[config.mk]
export PLATFORM = sky130hd
export DESIGN_NAME = hazard_ctrl_flat
export DESIGN_NICKNAME = d
export VERILOG_FILES = /design/src/rtl/hazard_ctrl_if.sv /design/src/rtl/hazard_ctrl.sv /design/src/flat_wrapper.sv
export SDC_FILE = /design/constraint.sdc
export NUM_CORES = 1
export LEC_CHECK = 0
export ABC_AREA = 1
export BUFFER_PORTS_ARGS = -buffer_cell sky130_fd_sc_hd__buf_2
export CORE_ASPECT_RATIO = 1.4
export CORE_MARGIN = 3
export CORE_UTILIZATION = 40
export CTS_CLUSTER_SIZE = 8
export DETAILED_ROUTE_END_ITERATION = 6
export MAX_ROUTING_LAYER = met4
export PLACE_DENSITY = 0.59
export SLEW_MARGIN = 10
export SYNTH_ARGS = -nofsm -noshare
export SYNTH_HDL_FRONTEND = slang
export SYNTH_SLANG_ARGS = --single-unit
[constraint.sdc]
create_clock -name clk -period 4.9 [get_ports clk]
set_clock_uncertainty 0.2 [all_clocks]
set_input_delay 0.98 -clock clk [delete_from_list [all_inputs] [get_ports clk]]
set_output_delay 0.98 -clock clk [all_outputs]
set_load 0.02 [all_outputs]
[src/rtl/hazard_ctrl_if.sv]
// Pipeline-control bundle between the ID/EX/MEM datapath and the hazard controller.
interface hazard_ctrl_if #(
    parameter int REG_ADDR_W = 5,
    parameter int CNT_W      = 32
);
    logic [REG_ADDR_W-1:0] id_rs1;
    logic [REG_ADDR_W-1:0] id_rs2;
    logic [6:0]            opcode;
    logic [REG_ADDR_W-1:0] ex_rd;
    logic                  ex_load_inst;
    logic                  jump_branch_taken;
    logic                  invalid_inst;
    logic                  mem_access;
    logic                  dmem_ready;
    logic                  cnt_clr;

    logic                  if_id_pipeline_flush;
    logic                  if_id_pipeline_en;
    logic                  id_ex_pipeline_flush;
    logic                  id_ex_pipeline_en;
    logic                  ex_mem_pipeline_en;
    logic                  pc_en;
    logic                  load_stall;
    logic [CNT_W-1:0]      stall_cnt;
    logic [CNT_W-1:0]      flush_cnt;

    modport master (
        output id_rs1, id_rs2, opcode, ex_rd, ex_load_inst, jump_branch_taken,
               invalid_inst, mem_access, dmem_ready, cnt_clr,
        input  if_id_pipeline_flush, if_id_pipeline_en, id_ex_pipeline_flush,
               id_ex_pipeline_en, ex_mem_pipeline_en, pc_en, load_stall,
               stall_cnt, flush_cnt
    );

    modport slave (
        input  id_rs1, id_rs2, opcode, ex_rd, ex_load_inst, jump_branch_taken,
               invalid_inst, mem_access, dmem_ready, cnt_clr,
        output if_id_pipeline_flush, if_id_pipeline_en, id_ex_pipeline_flush,
               id_ex_pipeline_en, ex_mem_pipeline_en, pc_en, load_stall,
               stall_cnt, flush_cnt
    );
endinterface

[src/rtl/hazard_ctrl.sv]
// Load-use / redirect / memory-freeze hazard controller for a 5-stage RISC-V pipeline,
// with saturating stall and flush performance counters.
module hazard_ctrl #(
    parameter int REG_ADDR_W = 5,
    parameter int LOAD_LAT   = 1,
    parameter int CNT_W      = 32
) (
    input logic          clk,
    input logic          rst_n,
    hazard_ctrl_if.slave bus
);
    localparam logic [6:0] OP_R     = 7'b0110011;
    localparam logic [6:0] OP_I_ALU = 7'b0010011;
    localparam logic [6:0] OP_LOAD  = 7'b0000011;
    localparam logic [6:0] OP_JALR  = 7'b1100111;
    localparam logic [6:0] OP_B     = 7'b1100011;
    localparam logic [6:0] OP_S     = 7'b0100011;

    localparam logic [0:0] RUN       = 1'b0;
    localparam logic [0:0] LOAD_WAIT = 1'b1;

    localparam int              LC_W    = (LOAD_LAT > 2) ? $clog2(LOAD_LAT) : 1;
    localparam logic [LC_W-1:0] LC_INIT = LC_W'((LOAD_LAT > 1) ? (LOAD_LAT - 2) : 0);

    function automatic logic [CNT_W-1:0] sat_inc(input logic [CNT_W-1:0] v);
        return (v == {CNT_W{1'b1}}) ? v : v + 1'b1;
    endfunction

    logic [REG_ADDR_W-1:0] rs1, rs2, rd;
    logic                  rs1_used, rs2_used, load_hazard, mem_freeze, flush_evt;
    logic [0:0]            state, state_nxt;
    logic [LC_W-1:0]       ld_cnt, ld_nxt;
    logic                  if_id_flush, if_id_en, id_ex_flush, id_ex_en, ex_mem_en;
    logic                  pc_en, load_stall;
    logic [CNT_W-1:0]      stall_cnt, flush_cnt;

    assign rs1 = bus.id_rs1;
    assign rs2 = bus.id_rs2;
    assign rd  = bus.ex_rd;

    always_comb begin
        rs1_used = 1'b0;
        rs2_used = 1'b0;
        case (bus.opcode)
            OP_R, OP_S, OP_B:           begin rs1_used = 1'b1; rs2_used = 1'b1; end
            OP_I_ALU, OP_LOAD, OP_JALR: rs1_used = 1'b1;
            default:                    ;
        endcase
    end

    assign load_hazard = bus.ex_load_inst && (rd != '0) &&
                         ((rs1_used && (rs1 == rd)) || (rs2_used && (rs2 == rd)));
    assign mem_freeze  = bus.mem_access && !bus.dmem_ready;
    assign flush_evt   = !mem_freeze && bus.jump_branch_taken;

    // Strict priority: freeze > redirect > LOAD_WAIT > new load-use > illegal instruction.
    always_comb begin
        if_id_flush = 1'b0;
        if_id_en    = 1'b1;
        id_ex_flush = 1'b0;
        id_ex_en    = 1'b1;
        ex_mem_en   = 1'b1;
        pc_en       = 1'b1;
        load_stall  = 1'b0;
        state_nxt   = state;
        ld_nxt      = ld_cnt;
        if (mem_freeze) begin
            pc_en     = 1'b0;
            if_id_en  = 1'b0;
            id_ex_en  = 1'b0;
            ex_mem_en = 1'b0;
        end else if (bus.jump_branch_taken) begin
            if_id_flush = 1'b1;
            if_id_en    = 1'b0;
            id_ex_flush = 1'b1;
            state_nxt   = RUN;
            ld_nxt      = '0;
        end else if (state == LOAD_WAIT) begin
            if_id_en    = 1'b0;
            id_ex_flush = 1'b1;
            pc_en       = 1'b0;
            load_stall  = 1'b1;
            if (ld_cnt == '0) state_nxt = RUN;
            else              ld_nxt    = ld_cnt - 1'b1;
        end else if (load_hazard) begin
            if_id_en    = 1'b0;
            id_ex_flush = 1'b1;
            pc_en       = 1'b0;
            load_stall  = 1'b1;
            if (LOAD_LAT > 1) begin
                state_nxt = LOAD_WAIT;
                ld_nxt    = LC_INIT;
            end
        end else if (bus.invalid_inst) begin
            id_ex_flush = 1'b1;
        end
    end

    // While reset is held the whole front end is frozen and flushed.
    assign bus.pc_en                = rst_n & pc_en;
    assign bus.if_id_pipeline_en    = rst_n & if_id_en;
    assign bus.id_ex_pipeline_en    = rst_n & id_ex_en;
    assign bus.ex_mem_pipeline_en   = rst_n & ex_mem_en;
    assign bus.if_id_pipeline_flush = !rst_n | if_id_flush;
    assign bus.id_ex_pipeline_flush = !rst_n | id_ex_flush;
    assign bus.load_stall           = rst_n & load_stall;
    assign bus.stall_cnt            = stall_cnt;
    assign bus.flush_cnt            = flush_cnt;

    always_ff @(posedge clk or negedge rst_n) begin
        if (!rst_n) begin
            state     <= RUN;
            ld_cnt    <= '0;
            stall_cnt <= '0;
            flush_cnt <= '0;
        end else begin
            state  <= state_nxt;
            ld_cnt <= ld_nxt;
            if (bus.cnt_clr)  stall_cnt <= '0;
            else if (!pc_en)  stall_cnt <= sat_inc(stall_cnt);
            if (bus.cnt_clr)  flush_cnt <= '0;
            else if (flush_evt) flush_cnt <= sat_inc(flush_cnt);
        end
    end
endmodule

[src/flat_wrapper.sv]
// flat-port wrapper written by rule: the top's interface ports become plain ports
module hazard_ctrl_flat 
#(
    parameter int REG_ADDR_W = 5,
    parameter int LOAD_LAT   = 1,
    parameter int CNT_W      = 32
)
  (clk, rst_n, bus_id_rs1, bus_id_rs2, bus_opcode, bus_ex_rd, bus_ex_load_inst, bus_jump_branch_taken, bus_invalid_inst, bus_mem_access, bus_dmem_ready, bus_cnt_clr, bus_if_id_pipeline_flush, bus_if_id_pipeline_en, bus_id_ex_pipeline_flush, bus_id_ex_pipeline_en, bus_ex_mem_pipeline_en, bus_pc_en, bus_load_stall, bus_stall_cnt, bus_flush_cnt);
  hazard_ctrl_if #(.REG_ADDR_W(REG_ADDR_W), .CNT_W(CNT_W)) bus_i ();
  input logic clk;
  input logic rst_n;
  input wire logic [$bits(bus_i.id_rs1)-1:0] bus_id_rs1;
  input wire logic [$bits(bus_i.id_rs2)-1:0] bus_id_rs2;
  input wire logic [$bits(bus_i.opcode)-1:0] bus_opcode;
  input wire logic [$bits(bus_i.ex_rd)-1:0] bus_ex_rd;
  input wire logic [$bits(bus_i.ex_load_inst)-1:0] bus_ex_load_inst;
  input wire logic [$bits(bus_i.jump_branch_taken)-1:0] bus_jump_branch_taken;
  input wire logic [$bits(bus_i.invalid_inst)-1:0] bus_invalid_inst;
  input wire logic [$bits(bus_i.mem_access)-1:0] bus_mem_access;
  input wire logic [$bits(bus_i.dmem_ready)-1:0] bus_dmem_ready;
  input wire logic [$bits(bus_i.cnt_clr)-1:0] bus_cnt_clr;
  output wire logic [$bits(bus_i.if_id_pipeline_flush)-1:0] bus_if_id_pipeline_flush;
  output wire logic [$bits(bus_i.if_id_pipeline_en)-1:0] bus_if_id_pipeline_en;
  output wire logic [$bits(bus_i.id_ex_pipeline_flush)-1:0] bus_id_ex_pipeline_flush;
  output wire logic [$bits(bus_i.id_ex_pipeline_en)-1:0] bus_id_ex_pipeline_en;
  output wire logic [$bits(bus_i.ex_mem_pipeline_en)-1:0] bus_ex_mem_pipeline_en;
  output wire logic [$bits(bus_i.pc_en)-1:0] bus_pc_en;
  output wire logic [$bits(bus_i.load_stall)-1:0] bus_load_stall;
  output wire logic [$bits(bus_i.stall_cnt)-1:0] bus_stall_cnt;
  output wire logic [$bits(bus_i.flush_cnt)-1:0] bus_flush_cnt;
  assign bus_i.id_rs1 = bus_id_rs1;
  assign bus_i.id_rs2 = bus_id_rs2;
  assign bus_i.opcode = bus_opcode;
  assign bus_i.ex_rd = bus_ex_rd;
  assign bus_i.ex_load_inst = bus_ex_load_inst;
  assign bus_i.jump_branch_taken = bus_jump_branch_taken;
  assign bus_i.invalid_inst = bus_invalid_inst;
  assign bus_i.mem_access = bus_mem_access;
  assign bus_i.dmem_ready = bus_dmem_ready;
  assign bus_i.cnt_clr = bus_cnt_clr;
  assign bus_if_id_pipeline_flush = bus_i.if_id_pipeline_flush;
  assign bus_if_id_pipeline_en = bus_i.if_id_pipeline_en;
  assign bus_id_ex_pipeline_flush = bus_i.id_ex_pipeline_flush;
  assign bus_id_ex_pipeline_en = bus_i.id_ex_pipeline_en;
  assign bus_ex_mem_pipeline_en = bus_i.ex_mem_pipeline_en;
  assign bus_pc_en = bus_i.pc_en;
  assign bus_load_stall = bus_i.load_stall;
  assign bus_stall_cnt = bus_i.stall_cnt;
  assign bus_flush_cnt = bus_i.flush_cnt;
  hazard_ctrl #(.REG_ADDR_W(REG_ADDR_W), .LOAD_LAT(LOAD_LAT), .CNT_W(CNT_W)) u_core (.clk(clk), .rst_n(rst_n), .bus(bus_i));
endmodule
# Word-level counts from Yosys, hierarchy flattened
# Cells that the tools add are included.
[totals]
reg_bits = 66
elab_cells = 77
[op_classes]
n_addsub = 3
eq_ne = 13
muxes = 32
bitwise_logic = 7
reduce_logical = 18
[ops]
columns = ["operator", "count"]
rows = [
  ["$mux W32", 6],
  ["$add A32 B1 Y32 const B", 2],
  ["$eq A32 B32 Y1 const B", 2],
  ["$mux W1", 26],
  ["$eq A7 B6 Y1 const B", 2],
  ["$eq A7 B7 Y1 const B", 2],
  ["$eq A5 B5 Y1", 2],
  ["$eq A7 B2 Y1 const B", 1],
  ["$eq A7 B5 Y1 const B", 1],
  ["$logic_and A1 B1 Y1", 6],
  ["$ne A2 B2 Y1 const B", 3],
  ["$reduce_and A2 Y1", 3],
  ["$reduce_or A6 Y1", 1],
  ["$reduce_bool A5 Y1", 1],
  ["$and A1 B1 Y1", 4],
  ["$reduce_bool A2 Y1", 2],
  ["$logic_not A1 Y1", 3],
  ["$reduce_or A3 Y1", 1],
  ["$or A1 B1 Y1", 2],
  ["$logic_or A1 B1 Y1", 1],
  ["$not A1 Y1", 1],
  ["$sub A1 B1 Y1 const B", 1],
]

# Logic depth before layout (Yosys ltp)
[logic_depth]
word_depth = 12
mapped_depth = 14
depth_no_buf = 13

# Worst setup path before layout
# Ideal clock, no wire load.
[synth_path]
kind = "input to output"
startpoint = "input bus_mem_access"
endpoint = "output bus_if_id_pipeline_en"
arrival_ns = 1.885
setup_slack_ns = 1.835
stages = 5
path_cell_list = "inv_1 > nor2_1 > nor2_1 > nand2_1 > a21oi_1"
[synth_between]
elab_chain_cells = 3
[synth_lines]
columns = ["item", "line", "rtl"]
rows = [
  ["start: declaration", "flat_wrapper.sv:19", "input wire logic [$bits(bus_i.mem_access)-1:0] bus_mem_access;"],
  ["$logic_and A1 B1 Y1", "hazard_ctrl.sv:53", "assign mem_freeze = bus.mem_access && !bus.dmem_ready;"],
  ["$mux W1", "hazard_ctrl.sv:67", "if (mem_freeze) begin"],
  ["$and A1 B1 Y1", "hazard_ctrl.sv:101", "assign bus.if_id_pipeline_en = rst_n & if_id_en;"],
  ["end: declaration", "flat_wrapper.sv:23", "output wire logic [$bits(bus_i.if_id_pipeline_en)-1:0] bus_if_id_pipeline_en;"],
]
# No other way between the ends.

# Worst setup path after layout
[layout_path]
startpoint = "input bus_cnt_clr"
endpoint = "register u_core.stall_cnt[0] (netlist: u_core.bus.stall_cnt[0])"
[layout_between]
elab_chain_cells = 2
[layout_lines]
columns = ["item", "line", "rtl"]
rows = [
  ["start: declaration", "flat_wrapper.sv:21", "input wire logic [$bits(bus_i.cnt_clr)-1:0] bus_cnt_clr;"],
  ["$ne A2 B2 Y1 (no source line)", "-", ""],
  ["$reduce_and A2 Y1 (no source line)", "-", ""],
  ["end signal: assignment", "hazard_ctrl.sv:120", "else if (!pc_en) stall_cnt <= sat_inc(stall_cnt);"],
  ["end: declaration", "hazard_ctrl.sv:35", "logic [CNT_W-1:0] stall_cnt, flush_cnt;"],
]
# Parallel ways exist; a longest one is shown, timed or not.
# A chain may end at the register's enable or synchronous reset.

==> results.rst <==
.. list-table::
   :header-rows: 1

   * - Metric
     - Value
   * - Final RePlAce weighted congestion
     - between 0.9 and 1
   * - Overall routed net length
     - 14890 microns
   * - Total global-route track usage
     - 0.2315
   * - Number of remaining DRC errors
     - 0
   * - Total count of max-transition violations in the final report
     - 0
   * - Layout Utilization
     - 0.4885
   * - Maximum number of pins on one net before global-route repair
     - 65
   * - Sequential-to-total area share from yosys stat
     - 0.3307
   * - Capturing element type of the critical path
     - register
   * - Sequential group share of total power
     - 0.437
   * - Synthesis-to-layout area growth
     - 16.69%
   * - Portion of synthesized cell area occupied by the leading cell type
     - 0.3307
   * - Number of buffers created by CTS
     - 9
   * - Type of the setup path with the least slack
     - in2reg
   * - Top library cells by usage in the layout, fill and taps aside
     - nand2_1, nor2_1, buf_2, nand3_1, inv_1
   * - Timing-limited maximum frequency
     - around 0.3 GHz
   * - Leading cell types by total area after synthesis
     - dfrtp_1, nand2_1, nor2_1, nand3_1, inv_1
   * - CTS root buf
     - clkbuf_16
   * - Via Count
     - approximately 5000
   * - Final setup viols
     - 0
   * - Total number of yosys warnings
     - 0
   * - Number of search-and-repair iterations in the first detailed-routing pass
     - 5
   * - Clock period minus worst slack
     - approximately 3.3 ns
   * - I/O pin cnt
     - 101
   * - Clock latency reported for the late side of the worst-skew pair
     - 0.33 ns
   * - Average cell area after synthesis
     - between 6 and 7 sq um
   * - Critical-path cell list
     - buf_2 -> buf_4 -> inv_1 -> buf_4 -> nand3_2 -> nand2_2 -> nand2_1 -> nand2_1
   * - Top Family by Delay on Critical Path
     - simple AND/OR/NAND/NOR gates
   * - Antenna Cells
     - 0
   * - CTS hold repair buffers
     - 0
   * - Switching power
     - 326.3 uW
   * - Number of resized instances in the post-cts repair step
     - 0
   * - IR drop worst, VDD
     - 0.1336 mV
   * - Floorplan row count
     - between 40 and 50
   * - Multi-input gate area in the final layout
     - approximately 2800 sq um
   * - Count of different cell masters after synthesis
     - 31
   * - Die X-Extent
     - around 100 microns
   * - Internal power component
     - roughly 900 uW
   * - Maximum buffer depth of the clock tree
     - 2
   * - Largest fanout on the critical path
     - 37
   * - Port Buf Inserts
     - 100
   * - Fin nets
     - about 880
   * - Worst hold margin
     - roughly 0.36 ns
   * - Effective utilization at floorplan
     - 0.4187
   * - Library cell occupying the most area in the post-synthesis netlist
     - dfrtp_1
   * - Commonest non-fill, non-tap cell in the layout
     - nand2_1
   * - Clock tree sinks
     - 64
   * - Maximum single-stage delay on the critical path
     - approximately 0.71 ns
   * - DR iter-0 viols
     - 251
   * - Clock Power Share
     - 0.474
   * - Number of antenna violations at the first check in global routing
     - 0
   * - Detailed Place HPWL
     - ~11000 microns
   * - Die height
     - approximately 140 microns
   * - Switching part of the total power
     - 0.2617
   * - Via density per instance
     - slightly above 5
   * - Post-detailed-route count of antenna-violating nets
     - 0
   * - Comb pwr share
     - 0.090
   * - Power per unit of standard cell area
     - 220.6 nW/um^2
   * - Maximum Capacitance Violations
     - 0
   * - Standard cell with the maximum stage delay on the critical path
     - nand2_2
   * - Cell area after technology mapping
     - 4843 sq um
   * - Cells after Synth
     - around 750
   * - H-Tree Level Count
     - 3
   * - Critical Path Start Type
     - input pin
   * - Portion of the clock cycle consumed by the worst path in the final layout
     - 0.6780
   * - Total negative setup slack
     - 0 ns
   * - Std-Cell Core Area
     - approximately 12000 sq um
   * - Total stage count of the critical path
     - 8
   * - Status
     - finished clean
   * - Static power due to leakage
     - 2.736 nW
   * - Wire per inst
     - between 10 and 15 microns
   * - TritonCTS clock tree
     - yes
   * - Wire length of the first global-routing pass
     - ~24000 microns
   * - Setup crit start
     - bus_cnt_clr
   * - Register-to-register setup slack
     - 2.16 ns
   * - Origin of the critical flop-to-flop path
     - u_core.bus.flush_cnt[0]
   * - Unrepaired setup endpoints after global routing
     - false
   * - Data arrival, critical path
     - 3.39 ns
   * - Synth Register Bits
     - between 60 and 70
   * - Endpoint of the lowest-slack register-to-register path
     - u_core.bus.flush_cnt[24]
   * - Seq. cell area
     - between 1500 and 2000 sq um
   * - Net count after synthesis
     - ~790
   * - Area of the die
     - approximately 13000 sq um
   * - Remaining global-route overflow
     - 0
   * - Class of the tightest hold or removal check
     - reg2reg
   * - Least-Margin Pin Slew
     - between 0.8 and 0.9 ns
   * - Crit path required time
     - between 4 and 5 ns
   * - Via count of the first global-routing pass
     - 5064
   * - Number of endpoints with negative hold slack in the final report
     - 0
   * - Share of cells above drive strength 1
     - 0.1716
   * - Reg clk slew, reported paths
     - 0.06 ns
   * - Worst Setup EP
     - u_core.bus.stall_cnt[0]
   * - WP buf/inv
     - 4
   * - # fillers
     - 1198
   * - Path depth of the worst reg2reg path
     - 10
   * - Remaining max-slew budget at the tightest pin
     - 0.4229
   * - Setup Fix Bufs, Post-CTS
     - 0
==> through the flow <==
step | cell area, sq um | total power, mW | cells | setup WS [ns]
finish | 5652 | 1.247 | 995 | 1.578
global route | 5652 | 1.299 | 995 | 1.280
CTS | 5652 | 1.264 | 995 | 1.527
detailed placement | 5384 | 0.6679 | 979 | 1.173
global placement | 5384 | 0.6645 | 979 | 1.268
floorplan | 4843 | 0.6250 | 754 | 1.835
==> how the worst min path moves through the flow <==
stage	from	to	slack, ns	cells after the start
6_report	u_core.bus.stall_cnt[29]	u_core.bus.stall_cnt[29]	0.36	2
5_1_grt	u_core.bus.stall_cnt[14]	u_core.bus.stall_cnt[14]	0.40	2
4_1_cts	u_core.bus.flush_cnt[31]	u_core.bus.flush_cnt[31]	0.36	2
3_5_place_dp	u_core.bus.flush_cnt[31]	u_core.bus.flush_cnt[31]	0.35	2
3_3_place_gp	u_core.bus.stall_cnt[30]	u_core.bus.stall_cnt[30]	0.33	2
2_1_floorplan	u_core.bus.stall_cnt[14]	u_core.bus.stall_cnt[14]	0.43	2
==> power by group through the flow <==
stage / clock [mW] / sequential (mW) / combinational [mW]
floorplan: 0 / 0.557 / 0.0681
global placement: 0 / 0.554 / 0.111
detailed placement: 0 / 0.554 / 0.114
CTS: 0.605 / 0.544 / 0.115
global route: 0.629 / 0.545 / 0.126
finish: 0.590 / 0.545 / 0.112
==> kinds of logic (layout without fill, tap and decap cells) <==
group	count (synthesis)	in the layout	synth area share
simple gates	515	515	0.4668
buf+inv	96	193	0.09093
xor+xnor	30	30	0.05425
flops	64	64	0.3307
fa+ha+maj	2	2	0.005166
compound gates	47	47	0.05218
==> cell type report <==
cell class,count,share of cell area
multi-input combinational,594,0.4957
sequential,64,0.2834
timing repair buffer,103,0.09254
inverter,74,0.04915
clock buffer,13,0.04428
tap,144,0.03188
clock inverter,3,0.003099
==> layer usage <==
metal  global-route usage  vias up  wire length [microns]
met3              0.03799       46                    627
li1                     -     2579                      -
met4               0.1101        0                    612
met2               0.4084      158                   7802
met1               0.2518     2344                   5846
met5                    -        -                      0
==> registers in the layout, summed over array words and instances, names as in the netlist <==
register              count
u_core.bus.stall_cnt     32
u_core.bus.flush_cnt     32
==> tightest hold or removal path, cell delays in order (launching register included) <==
cell,delay (ns)
dfrtp_1,0.41
nand2_1,0.07
nand2_1,0.05
==> cell usage after synthesis <==
master and instances:
nor3_2 5, clkbuf_1 3, nand3_1 72, buf_2 4
xor2_1 15, xnor2_1 15, o31ai_1 6, nand3b_1 8
nand2_1 269, buf_6 7, nor2_4 5, ha_1 2
nor2_1 105, o21ai_0 7, nor3b_1 2, a21o_1 1
buf_1 2, nand3_2 3, or2_2 2, nand2_4 1
buf_4 6, o21ai_1 23, nand3_4 1, nor2_2 3
inv_2 6, dfrtp_1 64, inv_1 68, nand4_1 20
nor3_1 15, a21oi_1 10, nand2_2 4
Power figures use the tool's default switching activity.
